===== config.mk =====
export PLATFORM = sky130hd
export DESIGN_NAME = axis_pixels_arb
export DESIGN_NICKNAME = d
export VERILOG_FILES = /design/src/rtl/axis_pixels_arb.sv
export SDC_FILE = /design/constraint.sdc
export NUM_CORES = 1
export LEC_CHECK = 0
export ABC_AREA = 1
export CORE_MARGIN = 10
export CORE_UTILIZATION = 48
export CTS_CLUSTER_SIZE = 8
export DETAILED_ROUTE_END_ITERATION = 7
export PLACE_DENSITY = 0.8
export REMOVE_ABC_BUFFERS = 1
export SYNTH_ARGS = -nofsm -noshare
export SYNTH_HDL_FRONTEND = slang
export SYNTH_SLANG_ARGS = --single-unit

===== constraint.sdc =====
create_clock -name aclk -period 1.58 [get_ports aclk]
set_clock_uncertainty 0.1 [all_clocks]
set_input_delay 0.237 -clock aclk [delete_from_list [all_inputs] [get_ports aclk]]
set_output_delay 0.237 -clock aclk [all_outputs]
set_load 0.02 [all_outputs]

===== src/rtl/axis_pixels_arb.sv =====
// axis_pixels_arb: packet-locked round-robin arbiter merging N_SRC AXI-Stream pixel sources
// Ports:
//   aclk, aresetn          clock, asynchronous active-low reset
//   s_valid/s_ready/s_last per-source handshake and end of packet (N_SRC bits each)
//   s_data, s_keep         per-source beat payload, source i at slice [i*W +: W]
//   m_valid/m_ready/m_last merged output handshake and end of packet
//   m_data, m_keep, m_src  merged beat payload and index of the source that produced it
//   pkt_count              completed packets per source, 32 bits each
// Define PIXELS_ARB_PKTCNT_EN to build the packet counters; otherwise pkt_count is 0.
module axis_pixels_arb #(
  parameter int N_SRC = 2,
  parameter int WORD_WIDTH = 8,
  parameter int BYTES = 8
) (
  input  logic                                aclk,
  input  logic                                aresetn,
  input  logic [N_SRC-1:0]                    s_valid,
  output logic [N_SRC-1:0]                    s_ready,
  input  logic [N_SRC-1:0]                    s_last,
  input  logic [N_SRC*BYTES*WORD_WIDTH-1:0]   s_data,
  input  logic [N_SRC*BYTES-1:0]              s_keep,
  input  logic                                m_ready,
  output logic                                m_valid,
  output logic                                m_last,
  output logic [BYTES*WORD_WIDTH-1:0]         m_data,
  output logic [BYTES-1:0]                    m_keep,
  output logic [$clog2(N_SRC)-1:0]            m_src,
  output logic [N_SRC*32-1:0]                 pkt_count
);
  localparam int DW = BYTES * WORD_WIDTH;
  localparam int SW = $clog2(N_SRC);
  localparam int BW = 1 + SW + BYTES + DW;
  typedef enum logic {IDLE, BUSY} state_t;
  state_t state_q, state_d;
  logic [SW-1:0] grant_q, grant_d, ptr_q, ptr_d, win, rr_idx;
  logic [SW:0] rr_sum;
  logic any_v, push, pop;
  logic [DW-1:0] src_data [N_SRC];
  logic [BYTES-1:0] src_keep [N_SRC];
  logic [BW-1:0] in_beat, out_q, out_d, skid_q, skid_d;
  logic out_v_q, out_v_d, skid_v_q, skid_v_d;
  for (genvar g = 0; g < N_SRC; g++) begin : g_src
    assign src_data[g] = s_data[g*DW +: DW];
    assign src_keep[g] = s_keep[g*BYTES +: BYTES];
  end
  // Scan from the farthest offset down so the nearest valid source after ptr wins.
  always_comb begin
    win = ptr_q;
    any_v = 1'b0;
    rr_sum = '0;
    rr_idx = '0;
    for (int i = N_SRC; i >= 1; i--) begin
      rr_sum = {1'b0, ptr_q} + (SW+1)'(i);
      rr_idx = rr_sum >= (SW+1)'(N_SRC) ? SW'(rr_sum - (SW+1)'(N_SRC)) : SW'(rr_sum);
      if (s_valid[rr_idx]) begin
        win = rr_idx;
        any_v = 1'b1;
      end
    end
  end
  // The granted source may push only while the skid entry is free.
  assign push = state_q == BUSY && s_valid[grant_q] && !skid_v_q;
  assign pop = out_v_q && m_ready;
  assign in_beat = {s_last[grant_q], grant_q, src_keep[grant_q], src_data[grant_q]};
  always_comb begin
    state_d = state_q;
    grant_d = grant_q;
    ptr_d = ptr_q;
    s_ready = '0;
    if (state_q == IDLE) begin
      if (any_v) begin
        state_d = BUSY;
        grant_d = win;
        ptr_d = win;
      end
    end else begin
      s_ready[grant_q] = !skid_v_q;
      if (push && s_last[grant_q]) state_d = IDLE;
    end
  end
  // Output register refills from the skid entry first, so beat order is preserved.
  always_comb begin
    out_v_d = out_v_q;
    out_d = out_q;
    skid_v_d = skid_v_q;
    skid_d = skid_q;
    if (!out_v_q || pop) begin
      out_v_d = skid_v_q || push;
      out_d = skid_v_q ? skid_q : push ? in_beat : out_q;
      skid_v_d = 1'b0;
    end else if (push) begin
      skid_v_d = 1'b1;
      skid_d = in_beat;
    end
  end
  always_ff @(posedge aclk or negedge aresetn) begin
    if (!aresetn) begin
      state_q <= IDLE;
      grant_q <= '0;
      ptr_q <= SW'(N_SRC - 1);
      out_v_q <= 1'b0;
      out_q <= '0;
      skid_v_q <= 1'b0;
      skid_q <= '0;
    end else begin
      state_q <= state_d;
      grant_q <= grant_d;
      ptr_q <= ptr_d;
      out_v_q <= out_v_d;
      out_q <= out_d;
      skid_v_q <= skid_v_d;
      skid_q <= skid_d;
    end
  end
  assign m_valid = out_v_q;
  assign {m_last, m_src, m_keep, m_data} = out_q;
`ifdef PIXELS_ARB_PKTCNT_EN
  logic [N_SRC-1:0][31:0] cnt_q, cnt_d;
  always_comb begin
    cnt_d = cnt_q;
    if (pop && m_last) cnt_d[m_src] = cnt_q[m_src] + 32'd1;
  end
  always_ff @(posedge aclk or negedge aresetn) begin
    if (!aresetn) cnt_q <= '0;
    else cnt_q <= cnt_d;
  end
  assign pkt_count = cnt_q;
`else
  assign pkt_count = '0;
`endif
endmodule


* Word level (Yosys, flattened, before mapping) *
Index checks and enable logic that the tools add are counted.

word-level totals
  bits of input ports = 151
  output and inout bits = 141
  logic and storage cells = 66
  bits in registers = 153

operators by class
  reduce and logical (&&, ||, !) cells = 14
  $lt $le $gt $ge = 7
  muxes and demuxes = 30
  bitwise operators = 4
  add/sub/neg operators = 4

operators by type and width
  kind                                                count
  two-way mux 64 bit                                  3
  two-way mux 74 bit                                  2
  two-way mux 8 bit                                   3
  two-way mux 1 bit                                   20
  >= comparator 2 bit, second input constant          3
  < comparator 1 x 2 -> 1 bit, second input constant  3
  AND reduction 2 bit                                 3
  logical AND 1 bit                                   5
  nonzero test 2 bit                                  2
  adder 1 x 1 -> 2 bit, second input constant         1
  adder 1 x 2 -> 2 bit, second input constant         1
  AND 2 bit                                           1
  logical NOT 1 bit                                   2
  logical OR 1 bit                                    2
  two-way mux 2 bit                                   1
  inverter 1 bit                                      2
  inverter 1 -> 2 bit                                 1
  subtractor 1 bit, second input constant             2
  demux 1 bit (select 1 bit)                          1
  >= comparator 1 bit, second input constant          1

* Logic depth before layout (Yosys ltp) *
Gate-level depths: netlist of run 1.

  depth in word-level cells = 9
  gate-level depth with buffers = 10
  mapped depth without buffers = 7

* Worst setup path after synthesis of run 1 *
Ideal clock, no wire load.

  kind = register -> output
  start point = reg grant_q
  end point = out s_ready[0]
  arrival time = 1.307 ns
  stages on the path, launching flop included = 5
  path buffers = 3
  setup slack = -0.064 ns
  required time = 1.243 ns
  path through = dfrtp_1 > buf_4 > buf_6 > clkbuf_1 > nor3_1

on the way
  word-level cells in the longest chain between the ends = 6
  elaborated cells on any way between the ends = 7
  classes of those cells = order compare: 2; mux: 3; bitwise: 1; reduce/logical: 1

ends and longest elaborated chain
  what                                                                                             line  source
  from (decl)                                                                                      35    logic [SW-1:0] grant_q, grant_d, ptr_q, ptr_d, win, rr_idx;
  from (signal assigned)                                                                           107   grant_q <= grant_d;
  < comparator 1 x 2 -> 1 bit (not written as such) / >= comparator 1 bit (equally long branches)  77    s_ready[grant_q] = !skid_v_q;
  logical AND 1 bit (not written as such)                                                          77
  two-way mux 1 bit (not written as such)                                                          77
  demux 1 bit (select 1 bit) (*)                                                                   77
  AND 2 bit (no line) (*)                                                                          n/a
  two-way mux 2 bit (*)                                                                            70    if (state_q == IDLE) begin
  to (decl)                                                                                        18    output logic [N_SRC-1:0] s_ready,

Every way passes the cells marked *; elsewhere a longest branch is shown, timed or not.

* Final worst setup path of run 1 *
  start point = reg grant_q
  end point = reg skid_q[36]

on the way
  word-level cells in the longest chain between the ends = 5
  elaborated cells on any way between the ends = 9
  classes of those cells = mux: 5; bitwise: 1; reduce/logical: 3

ends and longest elaborated chain
  what                                                   line  source
  two-way mux 1 bit (not written as such) (2 in series)  62    assign push = state_q == BUSY && s_valid[grant_q] && !skid_v_q;
  logical AND 1 bit (2 in series)                        62
  AND reduction 2 bit (no line)                          n/a
  to (signal assigned)                                   112   skid_q <= skid_d;
  to (decl)                                              40    logic [BW-1:0] in_beat, out_q, out_d, skid_q, skid_d;

Parallel ways exist; a longest one is shown, timed or not. The select of a mux whose other input is x is not followed.
A chain may end at the register's enable or synchronous reset.

==> results of run 1 <==
## stage by stage
stage | setup TNS (ns) | instances | power, mW | util, % | instance area (sq um)
after floorplan | -724.51 | 1353 | 13.1 | - | 8830
after global placement | -23.66 | 1890 | 20.1 | 61.4 | 12000
after detailed placement | -25.84 | 1890 | 20.4 | 61.4 | 12000
after CTS | -5.97 | 1936 | 25.1 | 65.8 | 12900
after global routing | -16.20 | 1959 | 29.4 | 70.5 | 13800
final | -8.84 | 1959 | 27.7 | 70.5 | 13800
## metal layers
layer / vias to the layer above / wire length [um] / GRT usage [%]
met5: - / 0 / 0
met4: 0 / 1150 / 8.40
met3: 84 / 3130 / 5.77
met2: 607 / 17000 / 39.2
met1: 4850 / 13700 / 28.7
li1: 4871 / - / -
## synthesized netlist by cell type
library cell / instances / area (sq um)
buf_6: 3 / 33.8
nor3_1: 1 / 5.00
nand2_1: 671 / 2520
nand3_1: 149 / 746
o21ai_0: 75 / 375
conb_1: 1 / 3.75
a21oi_1: 1 / 5.00
nand4_1: 74 / 463
dfrtp_1: 152 / 3800
dfstp_2: 1 / 26.3
inv_1: 152 / 571
buf_2: 44 / 220
clkbuf_1: 27 / 101
nand2_2: 1 / 6.26
nor2_1: 3 / 11.3
buf_4: 83 / 623
nor2_2: 1 / 6.26
nand4_2: 1 / 12.5
buf_1: 12 / 45.0
o211ai_1: 1 / 7.51
nor2_4: 2 / 22.5
inv_2: 4 / 15.0
## state kept, by name (all words and copies together), names as in the netlist
register and cells:
state_q 1, skid_q 74, ptr_q 1, out_q 74, skid_v_q 1, m_valid 1
grant_q 1
## repair_timing
action                                  CTS  global route
hold buffers                              1             0
hold endpoints to repair                 40             0
pin swaps                                 5            28
endpoints found under the setup margin  227           151
gates cloned                              5            20
resized for setup                       139           161
buffers inserted                         11             4
## power by group
| part | total (mW) | internal (mW) | switching, mW |
|---|---|---|---|
| Clock | 4.13 | 2.41 | 1.72 |
| Combinational | 16.4 | 6.54 | 9.87 |
| Sequential | 7.12 | 5.80 | 1.32 |
| Total | 27.7 | 14.8 | 12.9 |
## worst reg2reg max path, stage by stage (launching register included)
cell and delay [ns]:
dfrtp_4 0.51, buf_4 0.18, buf_16 0.22, o21ai_0 0.37
nand4_1 0.18, nand2_2 0.09
## how the worst max path moves through the flow
stage / from / depth (start not counted) / to / slack (ns)
global placement: s_valid[0] / 9 / out_q[23] / -0.20
CTS: grant_q / 2 / s_ready[0] / -0.16
global route: grant_q / 5 / skid_q[23] / -0.16
floorplan: grant_q / 7 / out_q[0] / -5.98
finish: grant_q / 5 / skid_q[36] / -0.13
detailed placement: s_valid[1] / 9 / out_q[54] / -0.22
## kinds of logic (layout without fill, tap and decap cells)
kind of cell           after synthesis  count (layout)
other                                1              65
buffers and inverters              325             496
AO/OA/AOI/OAI                       77              77
AND/OR/NAND/NOR                    903             903
flip-flops                         153             153
## area by class of cell
| type | count | area [sq um] |
|---|---|---|
| flip-flops and latches | 153 | 3830 |
| inverters | 156 | 596 |
| clock inverters | 11 | 119 |
| repair buffers | 308 | 3500 |
| clock buffers | 21 | 460 |
| fillers | 1557 | 5790 |
| multi-input cells | 1044 | 4960 |
| diodes | 1 | 2.50 |
| well taps | 265 | 332 |
==> reports/qor.yml, run 1 <==
synth:
  yosys_warnings: 0
  synth_seq_cells: 153
  synthAdderAreaFrac_pct: 0
  synthCells: 1459
  synth.mux.area_fraction_pct: 0
  synth_xor_area_share_pct: 0
  synthSimpleGateAreaFrac_pct: 39.4
  syn_area_sq_um: 9620
  synth_compound_area_share_pct: 4.03
  seq_area_frac_synth_pct: 39.8
  synth_top_family_by_area: "simple AND/OR/NAND/NOR gates"
  synth_cell_types: 22
  syn_area_per_cell_sq_um: 6.59
sta:
  fin_crit_sh_pct: 108
  rsz0062_at_grt: "true"
  relSlewSlack_pct: 64.3
  max_freq_mhz: 586
  worst_slew_pin_slew_ns: 0.536
  setup_viol: 129
  holdWs_ns: 0.233
  layout_setup_ws_ns: -0.125
  maxSlewViolCount: 0
  fin_crit_ns: 1.71
  hold_violations: 0
detailed_routing:
  wl_per_cell_um: 17.8
  drt-initial-drc-count: 1102
  dr.pass1.iters: 7
  wl_um: 34900
  viasPerCell: 5.31
  vias: 10400
  antenna_left: 0
  drc: 0
worst_setup_path:
  r2r_end: "skid_q[36]"
  slowest_delay_ns: 0.51
  critPathTopFamily: "flip-flops"
  critPathBufInv: 2
  critPathArrivalTime_ns: 1.97
  r2r_setup_slack_ns: -0.13
  start_kind: "flop"
  end_kind: "flop"
  worstReg2RegStart: "grant_q"
  critical_path_required_ns: 1.84
  cp_max_fo: 104
  crit_type: "flop to flop"
  cp_slowest_cell: "dfrtp_4"
  worstPathCellList: "buf_4, buf_16, o21ai_0, nand4_1, nand2_2"
  r2r_cells: 5
status:
  outcome: "finished with violations"
  failed_checks: "negative setup slack"
layout:
  syn2layout_area_growth_pct: 43.5
  layout_common_cells: "nand2_1 (554), inv_1 (152), dfrtp_1 (150)"
  mostFrequentLayoutCell: "nand2_1"
  nNetsFinal: 1831
  final_layout_size_suffix_gt1_share_pct: 14.6
floorplanning:
  die_h_um: 162
  rows: 51
  dieArea_sq_um: 26100
  core-area_sq_um: 19600
  die_w_um: 162
  io_pins: 292
  start_util_pct: 49.1
cts:
  cts_sinks: 153
  h-tree-depth: 4
  clockRootBuffer: "clkbuf_16"
  clkLatencyLatePin_ns: 0.43
  cts_buffers: 17
  cts_buffer_depth: 2
  path_clk_slew_ns: 0.07
  cts_tree: "done"
pwr:
  p_per_area_nw_per_um2: 2000
  ir_worst_vdd_mv: 1.29
  cellLeakagePower_nw: 7.53
global_route:
  grt_max_degree: 105
  antenna_found_initial: 1
  grt_pass1_wl_um: 50500
  overflow: 0
  grt_pass1_vias: 9863
  track_usage_pct: 23.4
place:
  port_buffers: 227
  gp_congestion: 0.818
  dp_hpwl_um: 20500
  pre_cts_slack_ns: -0.225
run:
  max_cap_viol_count: 0
hold_path:
  hp-class: "primary input to asynchronous set/reset pin"
(Power assumes the default switching activity.)
==> run 2: changes to the inputs <==
Settings changed: CELL_PAD_IN_SITES_DETAIL_PLACEMENT from default to 0, CELL_PAD_IN_SITES_GLOBAL_PLACEMENT from default to 1, CORE_UTILIZATION 48 to 30, CTS_CLUSTER_SIZE 8 to 12, PLACE_DENSITY 0.8 to 0.76.
Clock period 1.58 ns to 1.4 ns, I/O delays scaled along.
==> run 2 against run 1 <==
  * The flow still finishes with violations (negative setup slack)
  * Core utilization is 23 points lower
  * Sequential share of layout area is 2.2 points lower
  * Via count is 1.5% lower
  * Sequential power is 11% higher
  * Wire length is 20% higher
  * Non-clock buffer count is 35 higher
  * Final cell count is 8.9% higher
  * Final area is 8.5% higher
  * Fmax is 0.16% higher
  * Clock power is 16% higher
  * Hold slack worse by 0.096 ns
  * Critical endpoint is now state_q
  * Largest cell class unchanged
==> reports/qor.yml, run 2 (synthesized netlist as in run 1, its figures left out) <==
detailed_routing:
  wl_per_cell_um: 19.6  # was 17.8 um
  drc: 0  # unchanged
  antenna_left: 0  # unchanged
  viasPerCell: 4.81  # was 5.31
  vias: 10300  # was 10,400
  wl_um: 41900  # was 34,900 um
  drt-initial-drc-count: 692  # was 1,102
  dr.pass1.iters: 5  # was 7
cts:
  cts_buffer_depth: 2  # unchanged
  h-tree-depth: 4  # unchanged
  path_clk_slew_ns: 0.06  # was 0.07 ns
  clockRootBuffer: "clkbuf_16"  # unchanged
  cts_buffers: 17  # unchanged
  clkLatencyLatePin_ns: 0.42  # was 0.43 ns
  cts_sinks: 153  # unchanged
  cts_tree: "done"  # unchanged
sta:
  layout_setup_ws_ns: -0.303  # was -0.125 ns
  rsz0062_at_grt: "true"  # unchanged
  max_freq_mhz: 587  # was 586 MHz
  setup_viol: 154  # was 129
  hold_violations: 0  # unchanged
  fin_crit_sh_pct: 122  # was 108%
  relSlewSlack_pct: 60.3  # was 64.3%
  maxSlewViolCount: 0  # unchanged
  worst_slew_pin_slew_ns: 0.596  # was 0.536 ns
  fin_crit_ns: 1.70  # was 1.71 ns
worst_setup_path:
  setup.worst_path.end: "state_q"  # was skid_q[36]
  crit_type: "flop to flop"  # unchanged
  critPathArrivalTime_ns: 1.91  # was 1.97 ns
  start_kind: "flop"  # unchanged
  critical_path_required_ns: 1.61  # was 1.84 ns
  cp_max_fo: 10  # was 104
  r2r_cells: 9  # was 5
  r2r_setup_slack_ns: -0.30  # was -0.13 ns
  end_kind: "flop"  # unchanged
  worstReg2RegStart: "grant_q"  # unchanged
  r2r_end: "state_q"  # was skid_q[36]
  startpoint: "grant_q"  # unchanged
layout:
  fillers: 3118  # was 1,557
  mostFrequentLayoutCell: "nand2_1"  # unchanged
  syn2layout_area_growth_pct: 55.7  # was 43.5%
  layout_common_cells: "nand2_1 (566), inv_1 (151), dfrtp_1 (150)"  # was nand2_1 (554), inv_1 (152), dfrtp_1 (150)
  final_layout_size_suffix_gt1_share_pct: 23.4  # was 14.6%
  nNetsFinal: 1867  # was 1,831
  ff_latch_area_sq_um: 3840  # was 3830 sq um
  multiInputGateArea_sq_um: 5270  # was 4960 sq um
  reg_top3: "out_q x74, skid_q x74"  # unchanged
pwr:
  cellLeakagePower_nw: 8.01  # was 7.53 nW
  ir_worst_vdd_mv: 1.12  # was 1.29 mV
  p_per_area_nw_per_um2: 2410  # was 2000 nW/um^2
  finalPower_mw: 36.1  # was 27.7 mW
floorplanning:
  io_pins: 292  # unchanged
  die_w_um: 199  # was 162 um
  core-area_sq_um: 31600  # was 19,600 sq um
  rows: 65  # was 51
  dieArea_sq_um: 39600  # was 26,100 sq um
  start_util_pct: 30.4  # was 49.1%
  die_h_um: 199  # was 162 um
status:
  failed_checks: "negative setup slack"  # unchanged
  outcome: "finished with violations"  # unchanged
global_route:
  grt_pass1_vias: 10400  # was 9,863
  track_usage_pct: 20.0  # was 23.4%
  antenna_found_initial: 3  # was 1
  overflow: 0  # unchanged
  grt_max_degree: 55  # was 105
  grt_pass1_wl_um: 61600  # was 50,500 um
place:
  dp_hpwl_um: 22800  # was 20,500 um
  pre_cts_slack_ns: -0.433  # was -0.225 ns
  gp_congestion: 0.762  # was 0.818
  port_buffers: 227  # unchanged
run:
  max_cap_viol_count: 0  # unchanged
hold_path:
  hp-class: "primary input to asynchronous set/reset pin"  # unchanged
## run 2: cell types whose count changed in the layout (fill, tap and decap cells not counted), moves of 4 or more
| cell | before | now |
|---|---|---|
| bufbuf_16 | 0 | 5 |
| buf_12 | 22 | 39 |
| buf_16 | 8 | 24 |
| nand3_2 | 1 | 57 |
| clkinv_4 | 1 | 5 |
| nand2_4 | 31 | 35 |
| nand3_1 | 147 | 91 |
| buf_2 | 0 | 70 |
| nand2_1 | 554 | 566 |
| nand2_2 | 84 | 68 |
| dlygate4sd2_1 | 74 | 0 |
| o21ai_0 | 58 | 53 |
## run 2: area by class of cell
type,instances,area share [%]
Tap cell,402,3.36
Clock inverter,11,0.994
Antenna cell,3,0.0501
Multi-Input combinational cell,1045,35.2
Inverter,156,4.08
Clock buffer,21,2.94
Sequential cell,153,25.6
Timing Repair Buffer,343,27.8
## run 2: worst min path at each step
| stage | endpoint | slack [ns] | cells past startpoint |
|---|---|---|---|
| 5_1_grt | out_q[54] | 0.17 | 2 |
| 3_5_place_dp | out_q[42] | -0.002 | 1 |
| 2_1_floorplan | grant_q | -0.19 | 0 |
| 4_1_cts | out_q[54] | 0.13 | 2 |
| 3_3_place_gp | out_q[50] | -0.003 | 1 |
| 6_report | skid_q[15] | 0.14 | 2 |
## run 2: per-stage QoR
stage          hold WS (ns)  cell area [sq um]  cells  utilization [%]  TNS [ns]
2_1_floorplan        -0.186               8830   1353                -   -752.17
3_3_place_gp       -0.00262              12300   2029             39.0    -58.19
3_5_place_dp       -0.00219              12300   2029             39.0    -61.38
4_1_cts               0.126              14500   2113             45.9    -37.08
5_1_grt               0.165              15000   2132             47.3    -45.40
6_report              0.137              15000   2134             47.3    -36.25
## run 2: what timing repair did
item | CTS | global route
cloned | 30 | 16
setup endpoints to repair | 226 | 188
resized for setup | 456 | 169
hold buffers | 1 | 0
buffers inserted | 23 | 16
pin swaps | 44 | 53
hold endpoints to repair | 153 | 0
## run 2: worst max-delay path, stage by stage, from the launching register on
cell	delay (ns)
dfrtp_4	0.49
buf_12	0.16
nand2_8	0.07
nand2_4	0.05
nor2_4	0.18
buf_12	0.20
buf_6	0.11
nand3_2	0.06
nand2_2	0.09
nand2_1	0.06
## run 2: where the power goes
part           leakage [nW]  switching [mW]  internal, mW
Sequential             1.91            1.34          6.55
Clock                 0.277            1.99          2.81
Combinational          5.82            13.1          10.3
## run 2: layer usage
metal	part of all wire (%)	global-route usage, %	routed length, um
met4	2.1	6.30	873
met5	0	0	0
met2	48	32.7	19900
met1	44	25.6	18300
met3	6.7	4.31	2820
==> run 3: changes to the inputs <==
Settings changed: CTS_BUF_LIST from default to sky130_fd_sc_hd__clkbuf_2 sky130_fd_sc_hd__clkbuf_4 sky130_fd_sc_hd__clkbuf_8.
==> run 3 against run 2 <==
  * The run still ends with negative setup slack left
  * Largest cell class unchanged
  * Critical path type unchanged
  * Register-to-register slack got worse by 0.11 ns
  * First-iteration DRC count increased by 16%
  * Clock power decreased by 23%
  * Global-route usage increased by 1.3 points
  * Combinational power increased by 16%
==> reports/qor.yml, run 3 (synthesized netlist as in run 1, its figures left out) <==
status:
  outcome: "finished with violations"  # unchanged
  failed_checks: "negative setup slack"  # unchanged
place:
  gp_congestion: 0.762  # unchanged
  dp_hpwl_um: 22800  # unchanged
  dpl_cell_area_sq_um: 12300  # unchanged
  port_buffers: 227  # unchanged
  post-place-cells: 2029  # unchanged
  pre_cts_slack_ns: -0.433  # unchanged
cts:
  cts_tree: "done"  # unchanged
  clockRootBuffer: "clkbuf_8"  # was clkbuf_16
  cts_buffer_depth: 2  # unchanged
  cts_buffers: 17  # unchanged
  path_clk_slew_ns: 0.10  # was 0.06 ns
  clkLatencyLatePin_ns: 0.46  # was 0.42 ns
  h-tree-depth: 4  # unchanged
  cts_sinks: 153  # unchanged
detailed_routing:
  dr.pass1.iters: 5  # unchanged
  vias: 10600  # was 10,300
  drt-initial-drc-count: 802  # was 692
  drc: 0  # unchanged
  viasPerCell: 4.88  # was 4.81
  antenna_left: 0  # unchanged
  wl_um: 43600  # was 41,900 um
  wl_per_cell_um: 20.0  # was 19.6 um
worst_setup_path:
  worstPathCellList: "buf_12, buf_8, nor2_4, buf_6, nor2_4, nand4_4, buf_6, buf_12, nand2_2, nand2_1"  # was buf_12, nand2_8, nand2_4, nor2_4, buf_12, buf_6, nand3_2, nand2_2, nand2_1
  critPathBufInv: 5  # was 3
  cp_num_cells: 10  # was 9
  end_kind: "flop"  # unchanged
  critical_path_required_ns: 1.65  # was 1.61 ns
  r2r_cells: 10  # was 9
  critPathTopFamily: "buffers and inverters"  # was simple AND/OR/NAND/NOR gates
  crit_type: "flop to flop"  # unchanged
  cp_max_fo: 7  # was 10
  slowest_delay_ns: 0.44  # was 0.49 ns
  critPathArrivalTime_ns: 2.06  # was 1.91 ns
  start_kind: "flop"  # unchanged
  cp_slowest_cell: "dfrtp_4"  # unchanged
global_route:
  overflow: 0  # unchanged
  grt_max_degree: 55  # unchanged
  grt_pass1_vias: 10800  # was 10,400
  track_usage_pct: 21.3  # was 20.0%
  grt_pass1_wl_um: 65400  # was 61,600 um
  antenna_found_initial: 1  # was 3
sta:
  holdWs_ns: 0.0948  # was 0.137 ns
  maxSlewViolCount: 0  # unchanged
  layout_setup_ws_ns: -0.412  # was -0.303 ns
  relSlewSlack_pct: 58.3  # was 60.3%
  max_freq_mhz: 552  # was 587 MHz
  fin_crit_ns: 1.81  # was 1.70 ns
  worst_slew_pin_slew_ns: 0.625  # was 0.596 ns
  setup_viol: 153  # was 154
  finalSetupTns_ns: -49.61  # was -36.25 ns
  hold_violations: 0  # unchanged
  rsz0062_at_grt: "true"  # unchanged
  fin_crit_sh_pct: 129  # was 122%
layout:
  reg_top3: "out_q x74, skid_q x74"  # unchanged
  final_layout_size_suffix_gt1_share_pct: 30.6  # was 23.4%
  fillers: 3013  # was 3,118
  mostFrequentLayoutCell: "nand2_1"  # unchanged
  fin_cells: 2178  # was 2,134
  nNetsFinal: 1913  # was 1,867
  final_util_pct: 50.8  # was 47.3%
  syn2layout_area_growth_pct: 67.0  # was 55.7%
  fin_area_sq_um: 16100  # was 15,000 sq um
  layout_common_cells: "nand2_1 (476), inv_1 (150), clkdlybuf4s50_1 (149)"  # was nand2_1 (566), inv_1 (151), dfrtp_1 (150)
pwr:
  finalPower_mw: 38.9  # was 36.1 mW
  p_per_area_nw_per_um2: 2420  # was 2410 nW/um^2
  cellLeakagePower_nw: 8.50  # was 8.01 nW
  ir_worst_vdd_mv: 1.16  # was 1.12 mV
floorplanning:
  start_util_pct: 30.4  # unchanged
  io_pins: 292  # unchanged
  die_h_um: 199  # unchanged
  die_w_um: 199  # unchanged
  rows: 65  # unchanged
  dieArea_sq_um: 39600  # unchanged
  core-area_sq_um: 31600  # unchanged
hold_path:
  hp-class: "primary input to asynchronous set/reset pin"  # unchanged
run:
  max_cap_viol_count: 0  # unchanged
run 3: path summary, 6_finish.rpt:
kind	start	to	slack, ns
setup / recovery	grant_q	skid_q[28]	-0.41
hold / removal	aresetn	out_q[54]	0.09
setup reg to reg	grant_q	skid_q[28]	-0.41
hold reg to reg	out_q[30]	out_q[30]	0.38
max in group asynchronous	aresetn	skid_q[10]	0.55
min in group aclk	s_data[35]	skid_q[35]	0.32
run 3: report_power, final:
group	internal, mW	switching, mW	total, mW
sequential	6.54	1.57	8.11
combinational	12.9	14.3	27.1
clock	1.84	1.84	3.69
total	21.3	17.7	38.9
run 3: cell type report:
| class | instances | area (sq um) | share of cell area, % |
|---|---|---|---|
| antenna | 1 | 2.50 | 0.0156 |
| clock buffer | 21 | 264 | 1.64 |
| clock inverter | 11 | 149 | 0.927 |
| inverter | 156 | 618 | 3.85 |
| multi-input combinational | 1044 | 5640 | 35.1 |
| sequential | 153 | 3840 | 23.9 |
| tap | 402 | 503 | 3.13 |
| timing repair buffer | 390 | 5050 | 31.5 |
run 3: timing repair:
action / 4_1_cts / 5_1_grt
setup endpoints to repair: 226 / 181
resized for setup: 628 / 270
endpoints found under the hold margin: 153 / 0
pin swaps: 147 / 81
hold buffers: 1 / 0
cloned: 45 / 10
buffers inserted: 48 / 30
run 3: metal layers:
metal	global-route usage (%)	vias up	share of wire [%]
met5	0	-	0
met4	4.75	0	2.0
met3	4.26	52	7.0
met2	35.9	386	48
met1	27.4	5125	43
li1	-	5061	-
